File: src/rtl/shift_add_mult_ctrl.sv
// Sequential shift-and-add unsigned multiplier: one add/shift step per clock,
// start/ready handshake, registered product with a one-cycle done pulse.
module shift_add_mult_ctrl #(
   parameter int WIDTH = 8
) (
   input  logic                 clk,
   input  logic                 rst,
   input  logic                 start,
   input  logic [WIDTH-1:0]     multiplicand,
   input  logic [WIDTH-1:0]     multiplier,
   output logic                 ready,
   output logic                 busy,
   output logic                 done,
   output logic [2*WIDTH-1:0]   product,
   output logic                 shift_load,
   output logic                 shift_stop
);

   localparam int CW = (WIDTH > 1) ? $clog2(WIDTH) : 1;
   localparam logic [CW-1:0] LAST = CW'(WIDTH - 1);

   typedef enum logic [1:0] {
      IDLE = 2'd0,
      RUN  = 2'd1,
      DONE = 2'd2
   } state_t;

   state_t               state;
   logic [2*WIDTH-1:0]   p;
   logic [WIDTH-1:0]     mcand;
   logic [CW-1:0]        count;
   logic [2*WIDTH-1:0]   p_step;

   // The accumulator add keeps its carry; it re-enters at the MSB on the shift.
   function automatic logic [2*WIDTH-1:0] add_shift(input logic [2*WIDTH-1:0] pv,
                                                    input logic [WIDTH-1:0]   mv);
      logic [WIDTH:0] sum;
      sum = {1'b0, pv[2*WIDTH-1:WIDTH]} + (pv[0] ? {1'b0, mv} : {(WIDTH+1){1'b0}});
      return {sum, pv[WIDTH-1:1]};
   endfunction

   assign p_step     = add_shift(p, mcand);
   assign ready      = (state == IDLE);
   assign busy       = (state == RUN) || (state == DONE);
   assign shift_stop = (state != RUN);

   always_ff @(posedge clk) begin
      if (rst) begin
         state      <= IDLE;
         p          <= '0;
         mcand      <= '0;
         count      <= '0;
         product    <= '0;
         done       <= 1'b0;
         shift_load <= 1'b0;
      end else begin
         case (state)
            IDLE: begin
               if (start) begin
                  p          <= {{WIDTH{1'b0}}, multiplier};
                  mcand      <= multiplicand;
                  count      <= '0;
                  shift_load <= 1'b1;
                  state      <= RUN;
               end
            end
            RUN: begin
               p          <= p_step;
               count      <= count + 1'b1;
               shift_load <= 1'b0;
               if (count == LAST) begin
                  product <= p_step;
                  done    <= 1'b1;
                  state   <= DONE;
               end
            end
            DONE: begin
               done  <= 1'b0;
               state <= IDLE;
            end
            default: begin
               done       <= 1'b0;
               shift_load <= 1'b0;
               state      <= IDLE;
            end
         endcase
      end
   end

endmodule

File: config.mk
export PLATFORM = sky130hd
export DESIGN_NAME = shift_add_mult_ctrl
export DESIGN_NICKNAME = d
export VERILOG_FILES = /design/src/rtl/shift_add_mult_ctrl.sv
export SDC_FILE = /design/constraint.sdc
export NUM_CORES = 1
export LEC_CHECK = 0
export CORE_MARGIN = 2
export CORE_UTILIZATION = 56
export CTS_BUF_LIST = sky130_fd_sc_hd__clkbuf_16
export CTS_CLUSTER_DIAMETER = 80
export DETAILED_ROUTE_END_ITERATION = 12
export PLACE_DENSITY = 0.88
export SLEW_MARGIN = 20
export SYNTH_ARGS = -nofsm -noshare
export SYNTH_HDL_FRONTEND = slang
export SYNTH_SLANG_ARGS = --single-unit
File: constraint.sdc
create_clock -name clk -period 3.9 [get_ports clk]
set_input_delay 0.78 -clock clk [delete_from_list [all_inputs] [get_ports clk]]
set_output_delay 0.78 -clock clk [all_outputs]
set_load 0.02 [all_outputs]
# Word level (Yosys, flattened, before mapping)
# Index checks and enable logic that the tools add are counted.
op_classes:
  n_reduce_logical: 9
  n_eq_ne: 6
  muxes: 12
  bitwise_logic: 2
  add_sub_neg: 2
op_table:
  columns: ["op", "count"]
  rows:
  - ["case mux 16 bit (2 select lines)", 1]
  - ["2-to-1 mux 16 bit", 1]
  - ["AND reduction 2 bit", 6]
  - ["adder 8 x 8 -> 9 bit", 1]
  - ["2-to-1 mux 8 bit", 1]
  - ["case mux 3 bit (2 select lines)", 1]
  - ["2-to-1 mux 2 bit", 2]
  - ["!= test 2 x 1 -> 1 bit (second input constant)", 2]
  - ["case mux 1 bit (2 select lines)", 2]
  - ["case mux 2 bit (2 select lines)", 1]
  - ["adder 3 x 1 -> 3 bit (second input constant)", 1]
  - ["equality test 3 bit (second input constant)", 1]
  - ["2-to-1 mux 3 bit", 1]
  - ["equality test 2 x 1 -> 1 bit (second input constant)", 1]
  - ["equality test 2 bit (second input constant)", 1]
  - ["zero test 2 bit", 1]
  - ["2-to-1 mux 1 bit", 2]
  - ["!= test 2 bit (second input constant)", 1]
  - ["inverter 1 bit", 2]
  - ["nonzero test 2 bit", 1]
  - ["logical OR 1 bit", 1]
totals:
  inputBits: 19
  output_inout_bits: 21
  ff_bits: 47
  word_cells: 38

# Logic depth before layout (Yosys ltp)
logic_depth:
  depth_word: 3
  mapped_depth: 8
  depth_no_buf: 8

# Least setup slack after synthesis
# No wires, ideal clock.
synth_path:
  path_type: "reg2reg"
  from: "register p[0]"
  to: "register p[15]"
  path_slack_ps: 1863
  setup_time_ps: 117
  path_buffers: 0
  arrival_time_ps: 1920
  t_required_ps: 3783
  path_stages_with_launch: 9
  period_less_slack_ps: 2037
  cell_sequence: "dfxtp_1 -> and2_1 -> ha_1 -> fa_1 -> a211oi_2 -> o21ai_1 -> a21o_1 -> a21o_1 -> a22o_1"
synth_via:
  elab_chain_len: 3
synth_rtl:
  columns: ["element", "line_no", "source"]
  rows:
  - ["start: declaration", "29", "logic [2*WIDTH-1:0] p;"]
  - ["start signal: assignment", "60", "p <= {{WIDTH{1'b0}}, multiplier};"]
  - ["start signal: assignment", "68", "p <= p_step;"]
  - ["2-to-1 mux 8 bit", "38", "sum = {1'b0, pv[2*WIDTH-1:WIDTH]} + (pv[0] ? {1'b0, mv} : {(WIDTH+1){1'b0}});"]
  - ["adder 8 x 8 -> 9 bit", "38", null]
  - ["case mux 16 bit (2 select lines)", "57", "case (state)"]
# Every way passes these cells.
# A chain may end at the register's enable or synchronous reset.

# Worst setup path after layout
layout_path:
  from: "register state[1]"
  to: "output shift_stop"
layout_via:
  elab_chain_len: 1
layout_rtl:
  columns: ["element", "line_no", "source"]
  rows:
  - ["start: declaration", "28", "state_t state;"]
  - ["start signal: assignment", "49", "state <= IDLE;"]
  - ["start signal: assignment", "64", "state <= RUN;"]
  - ["start signal: assignment", "74", "state <= DONE;"]
  - ["!= test 2 x 1 -> 1 bit", "45", "assign shift_stop = (state != RUN);"]
  - ["end: declaration", "16", "output logic shift_stop"]
# Every way passes these cells.

==> flow_metrics.py <==
metrics = {
    "run_status": {
        "status": "finished, final reports clean",
    },
    "synth": {
        "synth_commonest_cells": "47 x dfxtp_1, 38 x nand2_1, 29 x a21oi_1",
        "synth_xor_area_frac": 0.01576,
        "syn_area_um2": 2223,
        "synth.most_common_cell": "dfxtp_1",
        "synth.area.top_cells": "dfxtp_1 42%, ha_1 7.3%, a21oi_1 6.5%",
        "syn-num-nets": 289,
        "synthSimpleGateAreaFrac": 0.1739,
        "synth_seq_area_share": 0.4232,
        "synth_top_area_frac": 0.4232,
        "synth.distinct_cells": 38,
        "synth_edf_count": 0,
        "synth-adder-area-share": 0.08216,
        "muxShareOfSynthArea": 0.03602,
        "synth_top_family_by_area": "compound AO/OA/AOI/OAI gates",
        "async_flop_share": 0,
        "synth-seq-cells": 47,
        "yosys.area.top_type": "dfxtp_1",
        "syn_avg_cell_area_um2": 8.685,
        "synthFlopType": "dfxtp_1",
        "ys_warn_count": 0,
        "synth-compound-area-share": 0.2268,
        "syn_inst": 256,
    },
    "routing": {
        "wire_per_inst_um": 14.09,
        "wl_um": 4777,
        "vias_per_cell": 5.487,
        "first_pass_iters": 4,
        "drc": 0,
        "vias": 1860,
        "drtIter0Drc": 113,
        "ant_nets": 0,
    },
    "flow_run": {
        "cap_violations": 0,
    },
    "grt": {
        "grt_pass1_wl_um": 7948,
        "antenna_found_initial": 0,
        "grt_pass1_vias": 1744,
        "grt_max_degree": 35,
        "track_usage": 0.2375,
        "grt_overflow": 0,
    },
    "die": {
        "die_w_um": 67.01,
        "rows": 22,
        "start_util": 0.5939,
        "die_y_um": 67.01,
        "dieArea_um2": 4490,
        "io_pins": 40,
        "core_um2": 3744,
    },
    "cts": {
        "cts_max_level": 2,
        "cts_setup_buffers": 0,
        "clock-root-buffer": "clkbuf_16",
        "clock_latency_ps": 290,
        "cts.path.max_buffers": 2,
        "cts_tree": "yes",
        "hold_buffers": 0,
        "clock-sinks": 47,
        "cts-resized-gates": 0,
        "numCtsBuffers": 5,
        "path_clk_slew_ps": 60,
    },
    "worst_setup_path": {
        "cp.arrival_ps": 2030,
        "start_kind": "flip-flop",
        "max_stage_delay_ps": 580,
        "path_delay_family": "buffers and inverters",
        "crit_path_end_kind": "output port",
        "critPathRequiredTime_ps": 3120,
        "path_cells": "inv_1 > ha_1 > inv_2 > clkdlybuf4s50_1",
        "crit_type": "flip-flop to output port",
        "critPathMaxFanout": 15,
        "critPathBufInv": 3,
        "crit_path_top_delay_cell": "ha_1",
    },
    "cells_and_area": {
        "drive_gt1_frac": 0.05498,
        "area_growth_pct": 24.25,
        "antenna_cells": 0,
        "final_nets": 323,
    },
    "power": {
        "p_per_area_nw_per_um2": 383.3,
        "ir_drop_v": 0.0003027,
        "p_leak_nw": 1.074,
        "finalPower_w": 0.001059,
    },
    "sta": {
        "fin_crit_ps": 2806,
        "finalSetupTns_ps": 0,
        "hold-worst-slack_ps": 454.5,
        "maxSlewHeadroom": 0.5625,
        "min_period_over_period": 0.7194,
        "hold_viol": 0,
        "rsz0062_at_grt": "false",
        "slew_violations": 0,
        "max_freq_mhz": 356.4,
        "worst_slew_pin_slew_ps": 656.2,
        "clock_skew_ps": 6.235,
        "setup_viol_count_final": 0,
    },
    "placed_design": {
        "place_hpwl_um": 3334,
        "numPortBuffers": 39,
        "routabilityCongestion": 0.8403,
    },
    "hold_path": {
        "hp-class": "flip-flop to flip-flop",
    },
}
through the flow:
| step | cell area [um^2] | util | setup slack, ps | std cells |
|---|---|---|---|---|
| after floorplan | 2223 | - | 1863 | 256 |
| after global routing | 2763 | 0.7380 | 1007 | 339 |
| after CTS | 2763 | 0.7380 | 1092 | 339 |
| after detailed placement | 2618 | 0.6992 | 1212 | 331 |
| final | 2763 | 0.7380 | 1094 | 339 |
| after global placement | 2618 | 0.6992 | 1300 | 331 |
path summary, 6_finish.rpt:
path                      to  cells past startpoint        from  slack [ps]
setup / recovery  shift_stop                      4    state[1]        1090
hold / removal    product[8]                      2  product[8]         450
setup reg to reg       p[15]                      8        p[0]        1600
hold reg to reg   product[8]                      2  product[8]         450
tightest hold or removal path: stages, from the launching register on:
cell     delay, ps
dfxtp_1        310
nand2_1         50
a21oi_1         50
report_power, final:
group / internal (W) / leakage [nW] / switching [W]
Sequential: 0.000499 / 0.382 / 0.0000138
Combinational: 0.0000545 / 0.626 / 0.0000705
Clock: 0.000236 / 0.0658 / 0.000185
Total: 0.000789 / 1.07 / 0.000270
logic make-up after synthesis:
group | Yosys count
mux | 8
buf+inv | 20
simple gates | 88
compound gates | 75
flops | 47
fa+ha+maj | 14
xor+xnor | 4
layout make-up:
type / count / area, um^2
Inverter: 6 / 22.52
Clock buffer: 5 / 125.1
Multi-Input combinational cell: 189 / 1189
Clock inverter: 3 / 20.02
Sequential cell: 47 / 940.9
Tap cell: 48 / 60.06
Fill cell: 288 / 980.9
Timing Repair Buffer: 41 / 405.4
flip-flops by register name, indices dropped and copies added (netlist names):
register,count
p,16
mcand,8
done,1
product,16
count,3
shift_load,1
state,2
placed cells by master, fill, tap and decap left out, drive strengths merged:
cell           count
nand2b             2
a211o              1
ha                13
a22o               4
mux2i              8
fa                 1
nor2              23
o21ai              8
clkdlybuf4s50     39
a21o               6
nand3             10
nor3               1
clkinvlp           2
a32o               1
and2              10
inv                6
nor4               1
nor3b              1
clkinv             1
dfxtp             47
nand3b             1
buf                2
nand2             38
a22oi              4
clkbuf             5
nor2b              1
o21bai             1
o211ai             1
o21a               2
xnor2              4
a21oi             30
a211oi            16
o41ai              1
layer usage:
metal,share of wire,global-route usage,up-vias
met5,0,0,-
met3,0.033,0.04223,9
li1,-,-,962
met2,0.48,0.3911,28
met4,0.022,0.1122,0
met1,0.46,0.2978,861
No activity file was read; power rests on OpenSTA's default activity.
